`src/rtl/serial_alu_seq.sv`:
```
// Bit-serial ALU sequencer: steps a 1-bit add/logic slice through the word LSB-first.
// Define SERIAL_ALU_SEQ_2BIT_EN to chain two slices and retire 2 bits per RUN cycle.

package serial_alu_seq_pkg;
    localparam logic [2:0] OP_ADD   = 3'd0;
    localparam logic [2:0] OP_SUB   = 3'd1;
    localparam logic [2:0] OP_AND   = 3'd2;
    localparam logic [2:0] OP_OR    = 3'd3;
    localparam logic [2:0] OP_XOR   = 3'd4;
    localparam logic [2:0] OP_SLT   = 3'd5;
    localparam logic [2:0] OP_SLTU  = 3'd6;
    localparam logic [2:0] OP_PASSB = 3'd7;
endpackage

// One bit of the datapath: full adder with B inversion for subtract, plus logic ops.
module serial_alu_seq_slice
    import serial_alu_seq_pkg::*;
(
    input  logic [2:0] op,
    input  logic       a,
    input  logic       b,
    input  logic       cin,
    output logic       res_c,
    output logic       cout_c
);
    logic sub;
    logic arith;
    logic b_eff;
    logic sum;

    always_comb begin
        sub    = (op == OP_SUB) || (op == OP_SLT) || (op == OP_SLTU);
        arith  = sub || (op == OP_ADD);
        b_eff  = b ^ sub;
        sum    = a ^ b_eff ^ cin;
        cout_c = arith ? ((a & b_eff) | (a & cin) | (b_eff & cin)) : cin;
        case (op)
            OP_AND:   res_c = a & b;
            OP_OR:    res_c = a | b;
            OP_XOR:   res_c = a ^ b;
            OP_PASSB: res_c = b;
            default:  res_c = sum;
        endcase
    end
endmodule

module serial_alu_seq
    import serial_alu_seq_pkg::*;
#(
    parameter int unsigned XLEN = 32
) (
    input  logic            clk,
    input  logic            rst_n,
    input  logic            req_valid,
    output logic            req_ready,
    input  logic [2:0]      req_op,
    input  logic [XLEN-1:0] req_a,
    input  logic [XLEN-1:0] req_b,
    output logic            rsp_valid,
    input  logic            rsp_ready,
    output logic [XLEN-1:0] rsp_result,
    output logic            rsp_zero
);
`ifdef SERIAL_ALU_SEQ_2BIT_EN
    localparam int unsigned BITS = 2;
`else
    localparam int unsigned BITS = 1;
`endif
    localparam int unsigned STEPS = XLEN / BITS;
    localparam int unsigned CNT_W = $clog2(STEPS);

    typedef enum logic [1:0] {
        S_IDLE = 2'd0,
        S_RUN  = 2'd1,
        S_DONE = 2'd2
    } state_e;

    state_e          state_q, state_d;
    logic [XLEN-1:0] a_q, a_d;
    logic [XLEN-1:0] b_q, b_d;
    logic [XLEN-1:0] res_q, res_d;
    logic [2:0]      op_q, op_d;
    logic [CNT_W-1:0] cnt_q, cnt_d;
    logic            carry_q, carry_d;
    logic            zero_q, zero_d;
    logic            req_ready_q, req_ready_d;
    logic            rsp_valid_q, rsp_valid_d;

    logic [BITS:0]   chain;
    logic [BITS-1:0] slice_res;
    logic            last;
    logic            lt;
    logic            req_sub;

    // Slices chained LSB to MSB through the carry; the top carry is written back.
    assign chain[0] = carry_q;
    for (genvar k = 0; k < BITS; k++) begin : g_slice
        serial_alu_seq_slice u_slice (
            .op     (op_q),
            .a      (a_q[k]),
            .b      (b_q[k]),
            .cin    (chain[k]),
            .res_c  (slice_res[k]),
            .cout_c (chain[k+1])
        );
    end

    always_ff @(posedge clk) begin
        if (!rst_n) begin
            state_q     <= S_IDLE;
            a_q         <= '0;
            b_q         <= '0;
            op_q        <= '0;
            res_q       <= '0;
            cnt_q       <= '0;
            carry_q     <= 1'b0;
            zero_q      <= 1'b1;
            req_ready_q <= 1'b1;
            rsp_valid_q <= 1'b0;
        end else begin
            state_q     <= state_d;
            a_q         <= a_d;
            b_q         <= b_d;
            op_q        <= op_d;
            res_q       <= res_d;
            cnt_q       <= cnt_d;
            carry_q     <= carry_d;
            zero_q      <= zero_d;
            req_ready_q <= req_ready_d;
            rsp_valid_q <= rsp_valid_d;
        end
    end

    always_comb begin
        state_d     = state_q;
        a_d         = a_q;
        b_d         = b_q;
        op_d        = op_q;
        res_d       = res_q;
        cnt_d       = cnt_q;
        carry_d     = carry_q;
        zero_d      = zero_q;
        req_ready_d = req_ready_q;
        rsp_valid_d = rsp_valid_q;

        last    = (cnt_q == CNT_W'(STEPS - 1));
        req_sub = (req_op == OP_SUB) || (req_op == OP_SLT) || (req_op == OP_SLTU);
        // On the last step a_q/b_q hold the operand MSBs in bit BITS-1.
        if (op_q == OP_SLTU) begin
            lt = ~chain[BITS];
        end else begin
            lt = (a_q[BITS-1] ^ b_q[BITS-1]) ? a_q[BITS-1] : slice_res[BITS-1];
        end

        unique case (state_q)
            S_IDLE: begin
                if (req_valid) begin
                    a_d         = req_a;
                    b_d         = req_b;
                    op_d        = req_op;
                    carry_d     = req_sub;
                    cnt_d       = '0;
                    res_d       = '0;
                    zero_d      = 1'b1;
                    req_ready_d = 1'b0;
                    state_d     = S_RUN;
                end
            end
            S_RUN: begin
                a_d     = a_q >> BITS;
                b_d     = b_q >> BITS;
                carry_d = chain[BITS];
                res_d   = {slice_res, res_q[XLEN-1:BITS]};
                zero_d  = zero_q & ~(|slice_res);
                cnt_d   = cnt_q + CNT_W'(1);
                if (last) begin
                    cnt_d       = '0;
                    rsp_valid_d = 1'b1;
                    state_d     = S_DONE;
                    if ((op_q == OP_SLT) || (op_q == OP_SLTU)) begin
                        res_d  = XLEN'(lt);
                        zero_d = ~lt;
                    end
                end
            end
            S_DONE: begin
                if (rsp_ready) begin
                    rsp_valid_d = 1'b0;
                    req_ready_d = 1'b1;
                    state_d     = S_IDLE;
                end
            end
            default: begin
                rsp_valid_d = 1'b0;
                req_ready_d = 1'b1;
                state_d     = S_IDLE;
            end
        endcase
    end

    assign req_ready  = req_ready_q;
    assign rsp_valid  = rsp_valid_q;
    assign rsp_result = res_q;
    assign rsp_zero   = zero_q;
endmodule

```
`config.mk`:
```
export PLATFORM = sky130hd
export DESIGN_NAME = serial_alu_seq
export DESIGN_NICKNAME = d
export VERILOG_FILES = /design/src/rtl/serial_alu_seq.sv
export SDC_FILE = /design/constraint.sdc
export NUM_CORES = 1
export LEC_CHECK = 0
export ABC_AREA = 1
export CORE_MARGIN = 3
export CORE_UTILIZATION = 53
export DETAILED_ROUTE_END_ITERATION = 6
export PLACE_DENSITY = 0.84
export SETUP_SLACK_MARGIN = 0.02
export SLEW_MARGIN = 10
export SYNTH_ARGS = -nofsm -noshare
export SYNTH_HDL_FRONTEND = slang
export SYNTH_HIERARCHICAL = 1
export SYNTH_SLANG_ARGS = --single-unit
```
`constraint.sdc`:
```
create_clock -name clk -period 5.7 [get_ports clk]
set_clock_uncertainty 0.2 [all_clocks]
set_input_delay 1.425 -clock clk [delete_from_list [all_inputs] [get_ports clk]]
set_output_delay 1.425 -clock clk [all_outputs]
set_load 0.005 [all_outputs]
```
* Word-level counts from Yosys, hierarchy flattened *
Cells that the tools add are included.

cells by class
  add/subtract/negate cells = 1
  equal/unequal tests = 16
  muxes and demuxes = 31
  bitwise gates (word level) = 17
  reduce and logical (&&, ||, !) cells = 14

operator list
  kind                                                 count
  one-hot mux 32 bit (2 select lines)                  3
  two-way mux 32 bit                                   5
  equality test 3 bit, second input constant           6
  two-way mux 1 bit                                    11
  two-way mux 5 bit                                    2
  one-hot mux 5 bit (2 select lines)                   1
  AND reduction 3 bit                                  3
  equality test 3 x 1 -> 1 bit, second input constant  2
  equality test 3 x 2 -> 1 bit, second input constant  2
  logical OR 1 bit                                     6
  two-way mux 2 bit                                    3
  inequality test 2 bit, second input constant         3
  one-hot mux 1 bit (3 select lines)                   2
  one-hot mux 2 bit (3 select lines)                   1
  adder 5 x 1 -> 5 bit, second input constant          1
  bitwise AND 1 bit                                    5
  equality test 5 bit, second input constant           1
  NOT 1 bit                                            5
  one-hot mux 1 bit (2 select lines)                   2
  one-hot mux 1 bit (4 select lines)                   1
  AND reduction 2 bit                                  2
  XOR 1 bit                                            4
  zero test 3 bit                                      1
  bitwise OR 1 bit                                     3
  4 further kinds                                      4

storage, ports and cells
  register bits = 110
  input port bits = 71
  output and inout bits = 35
  word-level logic and storage cells = 89

* Logic depth before layout (Yosys ltp) *
  depth after elaboration = 14
  mapped depth = 17
  mapped depth without buffers = 17

* Hierarchy *
The synthesis kept the hierarchy.

by module, submodules not included
  module                times used  cells an instance  area an instance (µm²)  sequential area each (µm²)
  serial_alu_seq        1           563                4,324.1                 2,202.1
  serial_alu_seq_slice  1           35                 192.7                   0.0

* Worst setup path after synthesis *
OpenSTA, ideal clock, no wires.

  path kind = in2reg
  start point = input port req_valid
  end point = register a_q[0]
  library setup time = 132 ps
  arrival = 2,047 ps
  data required time = 5,368 ps
  path slack = 3,321 ps
  stages on the path = 7
  path buffers = 2
  cells stage by stage = nand3_4 > nand2_2 > inv_2 > buf_6 > buf_2 > nand2_1 > a31oi_1

on the way
  cells in the longest elaborated chain, start to end = 2

ends and longest elaborated chain
  element                                 RTL line  text
  start, declared                         54        input logic req_valid,
  inequality test 2 bit (no source line)  n/a
  AND reduction 2 bit (no source line)    n/a
  end signal, assigned                    111       a_q <= '0;
  end signal, assigned                    122       a_q <= a_d;
  end, declared                           79        logic [XLEN-1:0] a_q, a_d;

No other way between the ends.
A chain may end at the register's enable or synchronous reset.

* Worst setup path after layout *
  start point = input port req_valid
  end point = register cnt_q[3]

on the way
  cells in the longest elaborated chain, start to end = 2

ends and longest elaborated chain
  element                                 RTL line  text
  inequality test 2 bit (no source line)  n/a
  AND reduction 2 bit (no source line)    n/a
  end signal, assigned                    126       cnt_q <= cnt_d;
  end, declared                           83        logic [CNT_W-1:0] cnt_q, cnt_d;

No other way between the ends.

==> impl_metrics.env <==
export IMPL_antenna_found_initial=0
export IMPL_coreArea_um2=8260
export IMPL_place_gp_congestion=0.776
export IMPL_place_inst=775
export IMPL_r2r_end="rsp_result[0]"
export IMPL_cts_clk_slew_worst_paths_ps=100
export IMPL_drv_slew=0
export IMPL_grt_first_pass_wirelength_um=16900
export IMPL_r2r_start="op_q[0]"
export IMPL_drive_gt1_share_pct=5.25
export IMPL_min_path_cells=2
export IMPL_setup_viol=0
export IMPL_ctsResizeCount=0
export IMPL_rsz0062_at_grt="no"
export IMPL_ios=106
export IMPL_viasPerCell=5.32
export IMPL_track_usage_pct=20.9
export IMPL_tightestPinTransition_ps=1110
export IMPL_die_h_um=98.3
export IMPL_yosysUniqueCellTypes=26
export IMPL_outcome="finished, final reports clean"
export IMPL_area_growth_pct=28.2
export IMPL_met2_usage_pct=37.6
export IMPL_die_area_um2=9670
export IMPL_timing_setup_tns_ps=0
export IMPL_drc=0
export IMPL_cp_data_arrival_time_ps=3230
export IMPL_worstRegToRegCells=16
export IMPL_cts_hold_fix_buffers=0
export IMPL_grt_ovfl_total=0
export IMPL_setup_slack_ps=2530
export IMPL_crit_type="input port to flip-flop"
export IMPL_worstSetupEndpoint="cnt_q[3]"
export IMPL_use_met3_pct=4.36
export IMPL_postLayoutCoreUtil_pct=70.1
export IMPL_ys_ff_latch=110
export IMPL_ir_drop_mv=0.156
export IMPL_final_cells=791
export IMPL_power_density_nw_per_um2=275
export IMPL_r2r_slack_ps=2990
export IMPL_diodes=0
export IMPL_routedWlPerCell_um=12.8
export IMPL_syn_area_per_cell_um2=7.55
export IMPL_drt_total_wl_um=10100
export IMPL_slowest_delay_ps=520
export IMPL_grt_max_degree=55
export IMPL_synth_area_um2=4520
export IMPL_detail_route_antenna_nets=0
export IMPL_grt_pass1_vias=3920
export IMPL_root_buffer="clkbuf_8"
export IMPL_cts_buffer_depth=2
export IMPL_crit_path_start_kind="input port"
export IMPL_hold_viol_final=0
export IMPL_cts_sinks=110
export IMPL_crit_path_frequent_cell="nor2_1"
export IMPL_fmax_mhz=316
export IMPL_end_kind="flip-flop"
export IMPL_synth_area_top_cells="dfxtp_1 (49%), nand2_1 (19%), a21oi_1 (7.2%), a31oi_1 (6.0%), o221ai_1 (3.9%)"
export IMPL_use_met1_pct=24.2
export IMPL_syn_inst=598
export IMPL_period_share_pct=55.6
export IMPL_synth_top_cell_by_area="dfxtp_1"
export IMPL_row_count=33
export IMPL_min_period_ps=3170
export IMPL_worst_path_max_delay_cell="clkdlybuf4s50_1"
export IMPL_ys_warnings_count=6
export IMPL_pre_cts_ws_ps=2180
export IMPL_p_leak_nw=2.09
export IMPL_die_x_um=98.3
export IMPL_initial_utilization_pct=54.7
export IMPL_post_cts_setup_buffers=0
export IMPL_startpoint="req_valid"
export IMPL_cts_tree="built"
export IMPL_ys_seq_area_share_pct=48.8
export IMPL_h_tree_depth=3
export IMPL_required_ps=5760
export IMPL_hpwl_um=6920
export IMPL_insertion_delay_ps=370
export IMPL_hold_class="flip-flop to flip-flop"
export IMPL_port_buffer_count=105
export IMPL_cp_cell_sequence="clkdlybuf4s50_1 > nand3_4 > nand2_2 > inv_2 > buf_4 > nor2_1 > xor2_1 > nor2_1"
export IMPL_critical_path_peak_fanout=54
export IMPL_relSlewSlack_pct=26.1
export IMPL_vias=4205
export IMPL_synth_top_area_share_pct=48.8
export IMPL_cts_buffers=9
export IMPL_drt_pre_antenna_iters=4
export IMPL_grt_busiest_layer="met2"
export IMPL_maxCapViolations=0
export IMPL_drtIter0Drc=210
export IMPL_nets=758
export IMPL_mappedNetlistNets=675
layer usage:
layer / up-vias / part of all wire [%] / wire length [µm]
li1: 2146 / - / -
met1: 1924 / 42 / 4230
met2: 115 / 51 / 5200
met3: 20 / 4.8 / 489
met4: 0 / 1.9 / 187
met5: - / 0 / 0
through the flow:
step           total power, mW  hold WS (ps)  cell area, µm²
6_report                  1.59           255            5790
5_1_grt                   1.66           266            5790
4_1_cts                   1.60           257            5790
2_1_floorplan            0.999           224            4520
3_3_place_gp              1.07           232            5560
3_5_place_dp              1.08           240            5560
logic make-up (layout without fill, tap and decap cells):
logic type	count (synthesis)	count (layout)	synth area share [%]
XOR/XNOR	1	1	0.194
AO/OA/AOI/OAI	136	136	18.1
buffers and inverters	83	171	7.98
flip-flops	110	110	48.8
adder cells (fa/ha/maj)	6	6	1.83
AND/OR/NAND/NOR	262	262	23.2
registers in the layout, summed over array words and instances, names as in the netlist:
name / count
rsp_result: 32
a_q: 32
b_q: 32
req_ready: 1
rsp_valid: 1
rsp_zero: 1
carry_q: 1
op_q: 3
state_q: 2
cnt_q: 5
critical path, delay by kind of cell:
family	cells	cell delay, ps
simple gates	4	740
xor+xnor	1	210
buf+inv	3	850
power breakdown:
| part | total, mW | switching, mW | internal (mW) |
|---|---|---|---|
| logic | 0.225 | 0.125 | 0.101 |
| clock network | 0.523 | 0.260 | 0.263 |
| registers | 0.841 | 0.0285 | 0.813 |
cells in the mapped netlist (all sizes together):
master,count
a21oi,65
a31oi,43
buf,22
clkbuf,17
dfxtp,110
fa,1
ha,5
inv,44
nand2,230
nand3,15
nand4,3
nor2,10
nor3,3
o211ai,2
o21a,1
o21ai,5
o221ai,20
or2,1
xor2,1
final cells by class:
class	count	area (µm²)
Sequential cell	110	2200
Tap cell	105	131
Multi-Input combinational cell	405	1960
Timing Repair Buffer	111	1100
Clock buffer	10	138
Fill cell	669	2470
Clock inverter	6	93.8
Inverter	44	165
cell usage in the layout (no fill, tap or decap), types with 4 or more instances in the layout:
cell,Yosys,final
a21oi_1,65,65
dfxtp_1,110,110
o221ai_1,20,20
a31oi_1,43,43
nand2_1,226,226
inv_1,39,39
nor2_1,9,7
clkbuf_8,0,10
ha_1,5,5
nand2_2,4,4
buf_4,6,6
nand3_1,14,14
inv_2,5,5
clkdlybuf4s50_1,0,105
o21ai_0,4,4
how the worst min path moves through the flow:
stage / startpoint / end / slack [ps]
2_1_floorplan: a_q[21] / a_q[21] / 220
3_3_place_gp: b_q[6] / b_q[6] / 230
3_5_place_dp: a_q[29] / a_q[29] / 240
4_1_cts: b_q[7] / b_q[7] / 260
5_1_grt: b_q[4] / b_q[4] / 270
6_report: a_q[26] / a_q[26] / 250
Power figures use the tool's default switching activity.
